<file path="src/rtl/alu_slice_seq.sv">
// Multi-cycle 68k-style integer ALU. It pushes WORD-bit slices through one shared adder/logic
// slice, least significant slice first, and produces C/V/Z/N/X from the top active slice.
module alu_slice_seq #(
  parameter  int WORD   = 16,
  parameter  int SLICES = 2,
  localparam int LW     = (SLICES > 1) ? $clog2(SLICES) : 1,
  localparam int DW     = WORD * SLICES
) (
  input  logic          clk,
  input  logic          reset_n,
  input  logic          start,
  input  logic [2:0]    op,
  input  logic [LW-1:0] len,
  input  logic [DW-1:0] A,
  input  logic [DW-1:0] B,
  input  logic          x_in,
  input  logic          z_in,
  output logic          busy,
  output logic          done,
  output logic [DW-1:0] O,
  output logic          C,
  output logic          V,
  output logic          Z,
  output logic          N,
  output logic          X
);

  localparam logic [2:0] OP_ADD  = 3'd0;
  localparam logic [2:0] OP_ADDX = 3'd1;
  localparam logic [2:0] OP_SUB  = 3'd2;
  localparam logic [2:0] OP_SUBX = 3'd3;
  localparam logic [2:0] OP_CMP  = 3'd4;
  localparam logic [2:0] OP_AND  = 3'd5;
  localparam logic [2:0] OP_OR   = 3'd6;
  localparam logic [2:0] OP_EOR  = 3'd7;

  typedef enum logic [1:0] {IDLE, RUN, FIN} state_t;

  state_t        state, state_nx;
  logic [2:0]    op_q;
  logic [LW-1:0] len_q, len_c, k;
  logic [DW-1:0] a_q, b_q;
  logic          xin_q, zin_q;
  logic          carry, zacc;
  logic          accept;

  logic [WORD-1:0] a_k, b_k, s;
  logic [WORD:0]   sum;
  logic            is_sub, is_logic, is_ext, is_top;
  logic            next_carry, z_all;
  logic            c_f, v_f, z_f, x_f;

  // Out-of-range lengths are treated as the widest legal operation.
  assign len_c  = (int'(len) > SLICES - 1) ? LW'(SLICES - 1) : len;
  assign accept = start && (state != RUN);

  // Slice datapath. For subtracts, carry holds the running borrow.
  // NOTE: every signal written in a combinational block gets a value on every path, so no latch is inferred.
  always_comb begin
    a_k        = a_q[int'(k)*WORD +: WORD];
    b_k        = b_q[int'(k)*WORD +: WORD];
    is_sub     = (op_q == OP_SUB) || (op_q == OP_SUBX) || (op_q == OP_CMP);
    is_logic   = (op_q == OP_AND) || (op_q == OP_OR) || (op_q == OP_EOR);
    is_ext     = (op_q == OP_ADDX) || (op_q == OP_SUBX);
    is_top     = (k == len_q);
    sum        = {1'b0, b_k} + {1'b0, (is_sub ? ~a_k : a_k)}
               + {{WORD{1'b0}}, (is_sub ? ~carry : carry)};
    next_carry = is_sub ? ~sum[WORD] : sum[WORD];
    case (op_q)
      OP_AND:  s = a_k & b_k;
      OP_OR:   s = a_k | b_k;
      OP_EOR:  s = a_k ^ b_k;
      default: s = sum[WORD-1:0];
    endcase
    z_all = zacc && (s == '0);
    c_f   = is_logic ? 1'b0 : next_carry;
    if (is_logic)
      v_f = 1'b0;
    else if (is_sub)
      v_f = (a_k[WORD-1] != b_k[WORD-1]) && (s[WORD-1] != b_k[WORD-1]);
    else
      v_f = (a_k[WORD-1] == b_k[WORD-1]) && (s[WORD-1] != a_k[WORD-1]);
    z_f = is_ext ? (zin_q && z_all) : z_all;
    x_f = (op_q <= OP_SUBX) ? c_f : xin_q;
  end

  // State register
  // NOTE: sequential state uses non-blocking assignments so every register updates from pre-edge values.
  always_ff @(posedge clk) begin
    if (!reset_n) state <= IDLE;
    else          state <= state_nx;
  end

  always_comb begin
    state_nx = state;
    case (state)
      IDLE:    if (accept) state_nx = RUN;
      RUN:     if (is_top) state_nx = FIN;
      FIN:     state_nx = start ? RUN : IDLE;
      default: state_nx = IDLE;
    endcase
  end

  always_comb begin
    busy = (state == RUN);
    done = (state == FIN);
  end

  // Operand capture, slice accumulation and flag update
  always_ff @(posedge clk) begin
    if (!reset_n) begin
      op_q  <= OP_ADD;
      len_q <= '0;
      a_q   <= '0;
      b_q   <= '0;
      xin_q <= 1'b0;
      zin_q <= 1'b0;
      k     <= '0;
      carry <= 1'b0;
      zacc  <= 1'b0;
      O     <= '0;
      C     <= 1'b0;
      V     <= 1'b0;
      Z     <= 1'b0;
      N     <= 1'b0;
      X     <= 1'b0;
    end else if (accept) begin
      op_q  <= op;
      len_q <= len_c;
      a_q   <= A;
      b_q   <= B;
      xin_q <= x_in;
      zin_q <= z_in;
      k     <= '0;
      carry <= ((op == OP_ADDX) || (op == OP_SUBX)) ? x_in : 1'b0;
      zacc  <= 1'b1;
      O     <= '0;
    end else if (state == RUN) begin
      if (op_q != OP_CMP) O[int'(k)*WORD +: WORD] <= s;
      carry <= next_carry;
      zacc  <= z_all;
      if (is_top) begin
        C <= c_f;
        V <= v_f;
        Z <= z_f;
        N <= s[WORD-1];
        X <= x_f;
      end else begin
        k <= k + 1'b1;
      end
    end
  end

endmodule

</file>
<file path="config.mk">
export PLATFORM = sky130hd
export DESIGN_NAME = alu_slice_seq
export DESIGN_NICKNAME = d
export VERILOG_FILES = /design/src/rtl/alu_slice_seq.sv
export SDC_FILE = /design/constraint.sdc
export NUM_CORES = 1
export LEC_CHECK = 0
export BUFFER_PORTS_ARGS = -buffer_cell sky130_fd_sc_hd__buf_2
export CAP_MARGIN = 20
export CORE_MARGIN = 1.5
export CORE_UTILIZATION = 41
export CTS_BUF_LIST = sky130_fd_sc_hd__clkbuf_8
export DETAILED_ROUTE_END_ITERATION = 16
export SETUP_SLACK_MARGIN = 0.02
export SYNTH_ARGS = -nofsm -noshare
export SYNTH_HDL_FRONTEND = slang
export SYNTH_SLANG_ARGS = --single-unit
</file>
<file path="constraint.sdc">
create_clock -name clk -period 7.4 [get_ports clk]
set_input_delay 1.11 -clock clk [delete_from_list [all_inputs] [get_ports clk]]
set_output_delay 1.11 -clock clk [all_outputs]
set_load 0.01 [all_outputs]
</file>
== Word level (Yosys, flattened, before mapping) ==
Index checks and enable logic that the tools add are counted.

* Bits in registers: 112
* Bits in latches: 0
* RAM bits: 0
* Memory bits (read-only): 0
* Output and inout bits: 39
* Logic and storage cells: 92
* Memories: 0

* Add/subtract/negate cells: 4
* $mul: 0
* Divide/modulo/power cells: 0
* Magnitude comparators: 1
* Eq/ne operators: 20
* Shift-type cells: 4
* Muxes and demuxes: 19
* Bitwise gates (word level): 9
* Reductions and logical operators: 19

{| class="wikitable"
|+ Operators by type and width
! operator !! count
|-
| indexed part select 32 x 6 -> 16 bit || 2
|-
| case mux 16 bit (3 select lines) || 1
|-
| negation 5 -> 33 bit || 1
|-
| variable shift 16 x 33 -> 32 bit (first input constant) || 1
|-
| indexed part select 16 x 33 -> 32 bit || 1
|-
| bitwise mux 32 bit || 1
|-
| adder 16 x 16 -> 17 bit || 1
|-
| adder 17 x 1 -> 17 bit || 1
|-
| AND 16 bit || 1
|-
| logical NOT 16 bit || 1
|-
| two-way mux 16 bit || 1
|-
| inverter 16 bit || 1
|-
| OR 16 bit || 1
|-
| XOR 16 bit || 1
|-
| two-way mux 1 bit || 13
|-
| == test 3 bit (second input constant) || 4
|-
| == test 3 x 2 -> 1 bit (second input constant) || 3
|-
| == test 3 x 1 -> 1 bit (second input constant) || 2
|-
| logical OR 1 bit || 6
|-
| case mux 2 bit (3 select lines) || 1
|-
| AND reduction 2 bit || 3
|-
| logical AND 1 bit || 5
|-
| inverter 1 bit || 5
|-
| two-way mux 2 bit || 2
|-
| 13 further kinds || 17
|}

== Logic depth before layout (Yosys ltp) ==
* Depth after elaboration: 11
* Mapped depth: 17

== Worst setup path before layout ==
OpenSTA, ideal clock, no wires.

* Kind: register to register
* Start point: register k
* End point: register Z
* Data arrival time: 4.259 ns
* Path slack: 3.082 ns
* Cell stages (with the launch flop): 16
* Path buffers: 3
* Path through: dfxtp_1 > clkbuf_1 > buf_2 > buf_1 > mux2i_1 > inv_1 > fa_1 > fa_1 > a21o_1 > a221o_1 > o31ai_1 > nor2_1 > nand4b_1 > nand4bb_2 > nor4_2 > a22o_1

* Word-level cells in the longest chain between the ends: 10
* Elaborated cells on any way between the ends: 16
* Those cells by class: add/sub (2); eq/ne (1); shift (2); mux (3); bitwise (4); reduce/logical (4)

{| class="wikitable"
|+ RTL lines
! element !! RTL line !! text
|-
| from (decl) || 41 || <nowiki>logic [LW-1:0] len_q, len_c, k;</nowiki>
|-
| from (signal assigned) || 149 || <nowiki>k <= k + 1'b1;</nowiki>
|-
| indexed part select 32 x 6 -> 16 bit || 60 || <nowiki>a_k = a_q[int'(k)*WORD +: WORD];</nowiki>
|-
| inverter 16 bit || 66 || <nowiki>sum = {1'b0, b_k} + {1'b0, (is_sub ? ~a_k : a_k)}</nowiki>
|-
| two-way mux 16 bit || 66 ||
|-
| adder 16 x 16 -> 17 bit || 66 ||
|-
| adder 17 x 1 -> 17 bit || 67 || <nowiki>+ {{WORD{1'b0}}, (is_sub ? ~carry : carry)};</nowiki>
|-
| case mux 16 bit (3 select lines) || 69 || <nowiki>case (op_q)</nowiki>
|-
| logical NOT 16 bit || 75 || <nowiki>z_all = zacc && (s == '0);</nowiki>
|-
| logical AND 1 bit || 75 ||
|-
| logical AND 1 bit || 83 || <nowiki>z_f = is_ext ? (zin_q && z_all) : z_all;</nowiki>
|-
| two-way mux 1 bit || 83 ||
|-
| to (signal assigned) || 145 || <nowiki>Z <= z_f;</nowiki>
|-
| to (decl) || 23 || <nowiki>output logic Z,</nowiki>
|}

Several ways; a longest one is shown, not always the timed one.
A chain may end at the register's enable or synchronous reset.

== Worst setup path after layout ==
* Start point: register op_q[0]
* End point: register Z

* Word-level cells in the longest chain between the ends: 11
* Elaborated cells on any way between the ends: 19
* Those cells by class: add/sub (2); eq/ne (7); mux (4); reduce/logical (6)

{| class="wikitable"
|+ RTL lines
! element !! RTL line !! text
|-
| from (decl) || 40 || <nowiki>logic [2:0] op_q;</nowiki>
|-
| from (signal assigned) || 128 || <nowiki>op_q <= op;</nowiki>
|-
| == test 3 x 2 -> 1 bit (on tied branches) || 62, 64 ||
|-
| logical OR 1 bit (2 in a row) || 62 || <nowiki>is_sub = (op_q == OP_SUB) || (op_q == OP_SUBX) || (op_q == OP_CMP);</nowiki>
|-
| two-way mux 16 bit || 66 ||
|-
| adder 16 x 16 -> 17 bit || 66 ||
|-
| adder 17 x 1 -> 17 bit || 67 ||
|-
| case mux 16 bit (3 select lines) || 69 ||
|-
| logical NOT 16 bit || 75 ||
|-
| logical AND 1 bit || 75 ||
|-
| logical AND 1 bit || 83 ||
|-
| two-way mux 1 bit * || 83 ||
|}

Every way passes the cells marked *; elsewhere a longest branch is shown, timed or not.

==> metrics.txt <==
critical path capture point type flip-flop; post-synthesis average cell area roughly 8.0 µm²; FF-to-FF setup slack roughly 3.0 ns; WL final ~17000 µm; vias per inst 5.17; WL per Instance 15.3 µm; io pins 112; #FFs+latches synth between 100 and 150; syn nets between 900 and 1000; Reg2Reg Launch Point op_q[0]$_SDFFE_PN0P_; post-synthesis sequential area ratio 0.345; gpl congestion roughly 0.89; gr ovfl total 0; hold_sp O[11]$_SDFFE_PP0P_; achievable frequency between 200 and 250 MHz; CTS resizes 0; Hold Path End O[11]$_SDFFE_PP0P_; CTS tree done; IO Port Bufs between 100 and 150; Hold Path Cell Cnt 2; DR vias between 5000 and 6000; Routed Antenna Nets 0; CP required 7.75 ns; # hold bufs at CTS 0; max-cap violation count 0; Core ar. about 15000 µm²; post-route insts no fill about 1100; Die Wd between 100 and 150 µm; DIE AREA 16600 µm²; fin util 0.482; drt initial violations 299; row cnt 45; Crit Path Max Fanout 20; worst slew pin tran around 0.84 ns; post-detail-place hpwl 12700 µm; Netlist Area Pre-Place about 6500 µm²; worst reg2reg endpoint Z$_SDFFE_PN0P_; status finished clean; Syn Inst Count ~810; Initial Util 0.423; unique cell type count in the Yosys netlist 58; final setup violation count 0; reg2reg path depth 14; first-pass GRT wire length 27900 µm; crit path time final about 4.4 ns; total power 1.39 mW; Clock Pin Slew Worst Setup and Hold Paths roughly 0.1 ns; RSZ-0062 raised after global routing false; Final Hold Fails 0; layout cells sized above 1 0.167; Tcrit/Tclk final 0.588; antenna violations before repair 0; Clock Latency Late Sink 0.40 ns; Post-synth ARST share 0; fill count about 1600; DRC 0; clk buf depth 2; final worst slack between 3 and 4 ns; Worst EP arrival 4.70 ns; pwr dens roughly 190 nW/µm²; Final #Nets a little over 1000; Storage cell area approximately 2200 µm²; setup bufs post-CTS 0; Root Buffer clkbuf_8; relative slew slack 0.438; Area growth syn-to-layout 13.9%; worst clock skew approximately 0.0085 ns; Global Route Usage Sum 0.215; Final Max Slew Viols 0; VDD IR max between 0.1 and 0.15 mV; WS Path Type flip-flop to flip-flop; dpl ws between 3 and 4 ns; Ant. Diodes 0; Leak Pwr 3.21 nW; CTS Buf Count 9; die height roughly 130 µm; element type at the critical path start flip-flop; vias in the first global route roughly 5400; synth warn 0; DRT Pass-1 Iters 5; pin count of the biggest net entering global routing slightly above 70; Synth Flop Type dfxtp_1; Placed Instances between 1000 and 1500; Worst Hold Class flip-flop to flip-flop; multi-input logic area between 3000 and 4000 µm²; H-tree Lvls 3; number of synthesized flops with an enable pin 0; Setup TNS Final 0 ns; CTS Sinks 112
cell usage in the layout, fill, tap and decap left out, types with 2 or more instances in the layout:
master    netlist  routed
a21o_1          3       3
a21boi_0       25      25
a211o_1         2       2
ha_1           47      47
clkinv_4        0       2
a211oi_2        2       2
o21a_1          4       4
fa_1            2       2
buf_2          12     111
nand2b_1        5       5
clkbuf_8        0      11
a32oi_1         4       4
a211oi_1       19      19
mux2i_1        51      50
nand2_1       180     179
nand3_1         6       6
xor2_1          2       2
a22o_1          4       4
o211ai_1        3       3
nor3_1          3       3
o21bai_1        3       3
a221o_1         2       2
buf_4           2       9
nor2b_1         5       5
nand4b_1        4       4
o22ai_1         7       7
inv_1          40      40
and2_1          5       5
a31oi_1         2       2
xnor2_1        26      26
nand4_1         4       4
a22oi_1        11      11
o21ai_0        19      19
nor2_1         49      48
dfxtp_1       112     111
nor4_1          3       3
a21oi_1        84      84
o31ai_1         2       2
per-layer routing:
metal,wire (µm),vias to the layer above,track usage,share of wire
met5,0,-,0,0
met4,229,0,0.0502,0.013
met3,1090,17,0.0511,0.064
met2,7400,156,0.332,0.44
met1,8280,2617,0.303,0.49
li1,-,2936,-,-
Yosys cell counts, types with 5 or more instances:
| library cell | n | area (µm²) |
|---|---|---|
| a21boi_0 | 25 | 188 |
| nand2_1 | 180 | 676 |
| and2_1 | 5 | 31.3 |
| dfxtp_1 | 112 | 2240 |
| mux2i_1 | 51 | 510 |
| nor2_1 | 49 | 184 |
| inv_1 | 40 | 150 |
| nand2b_1 | 5 | 31.3 |
| clkbuf_1 | 35 | 131 |
| a21oi_1 | 84 | 420 |
| a22oi_1 | 11 | 82.6 |
| ha_1 | 47 | 588 |
| o22ai_1 | 7 | 43.8 |
| o21ai_0 | 19 | 95.1 |
| nor2b_1 | 5 | 31.3 |
| buf_2 | 12 | 60.1 |
| xnor2_1 | 26 | 228 |
| nand3_1 | 6 | 30.0 |
| a211oi_1 | 19 | 143 |
cells by family (layout without fill, tap and decap cells):
kind of cell,count (synthesis),after routing,share of synthesized area
DFF,112,112,0.345
buffers and inverters,92,178,0.0566
xor gates and xnor gates,28,28,0.0377
and+or+nand+nor,272,272,0.178
AOI/OAI and AO/OA,207,207,0.208
muxes,51,51,0.0785
adders and majority gates,49,49,0.0966
worst max-delay path by stage:
stage / from / end / slack (ns) / depth (start not counted)
finish: op_q[0]$_SDFFE_PN0P_ / Z$_SDFFE_PN0P_ / 3.05 / 14
global route: op_q[0]$_SDFFE_PN0P_ / Z$_SDFFE_PN0P_ / 2.73 / 14
global placement: op_q[0]$_SDFFE_PN0P_ / Z$_SDFFE_PN0P_ / 3.22 / 14
detailed placement: k$_SDFFE_PP0P_ / Z$_SDFFE_PN0P_ / 3.12 / 13
CTS: op_q[0]$_SDFFE_PN0P_ / Z$_SDFFE_PN0P_ / 3.06 / 14
floorplan: k$_SDFFE_PP0P_ / Z$_SDFFE_PN0P_ / 3.08 / 15
state kept, by name, indices dropped and copies added, names as in the netlist, 2 cells and up:
register and cells:
op_q 3, state 2, b_q 32, O 32
a_q 32
stage by stage:
stage                     instance area (µm²)  hold WS [ns]
after floorplan                          6500         0.436
after global placement                   7190         0.442
after detailed placement                 7190         0.443
after CTS                                7380         0.458
after global routing                     7410         0.474
final                                    7410         0.456
power by group:
part / switching, mW / internal (mW)
combinational: 0.230 / 0.149
clock: 0.213 / 0.143
sequential: 0.0190 / 0.633
worst max-delay path, stage by stage (launching register included):
cell and delay, ns:
dfxtp_1 0.67, nor2_1 0.19, mux2i_2 0.17, buf_4 0.33, xnor2_1 0.15, fa_1 0.50
fa_1 0.43, a21o_1 0.24, a221o_1 0.36, o31ai_1 0.25, nor2_1 0.10, nand4b_1 0.20
nand4bb_2 0.28, nor4_2 0.25, a22o_1 0.18
area by class of cell:
class	count	share of cell area
inverter	41	0.0208
multi-input combinational	607	0.527
tap	211	0.0356
sequential	112	0.303
clock inverter	5	0.00524
clock buffer	11	0.0204
timing repair buffer	121	0.0878
Note: power is estimated with default switching activity, not from simulation.
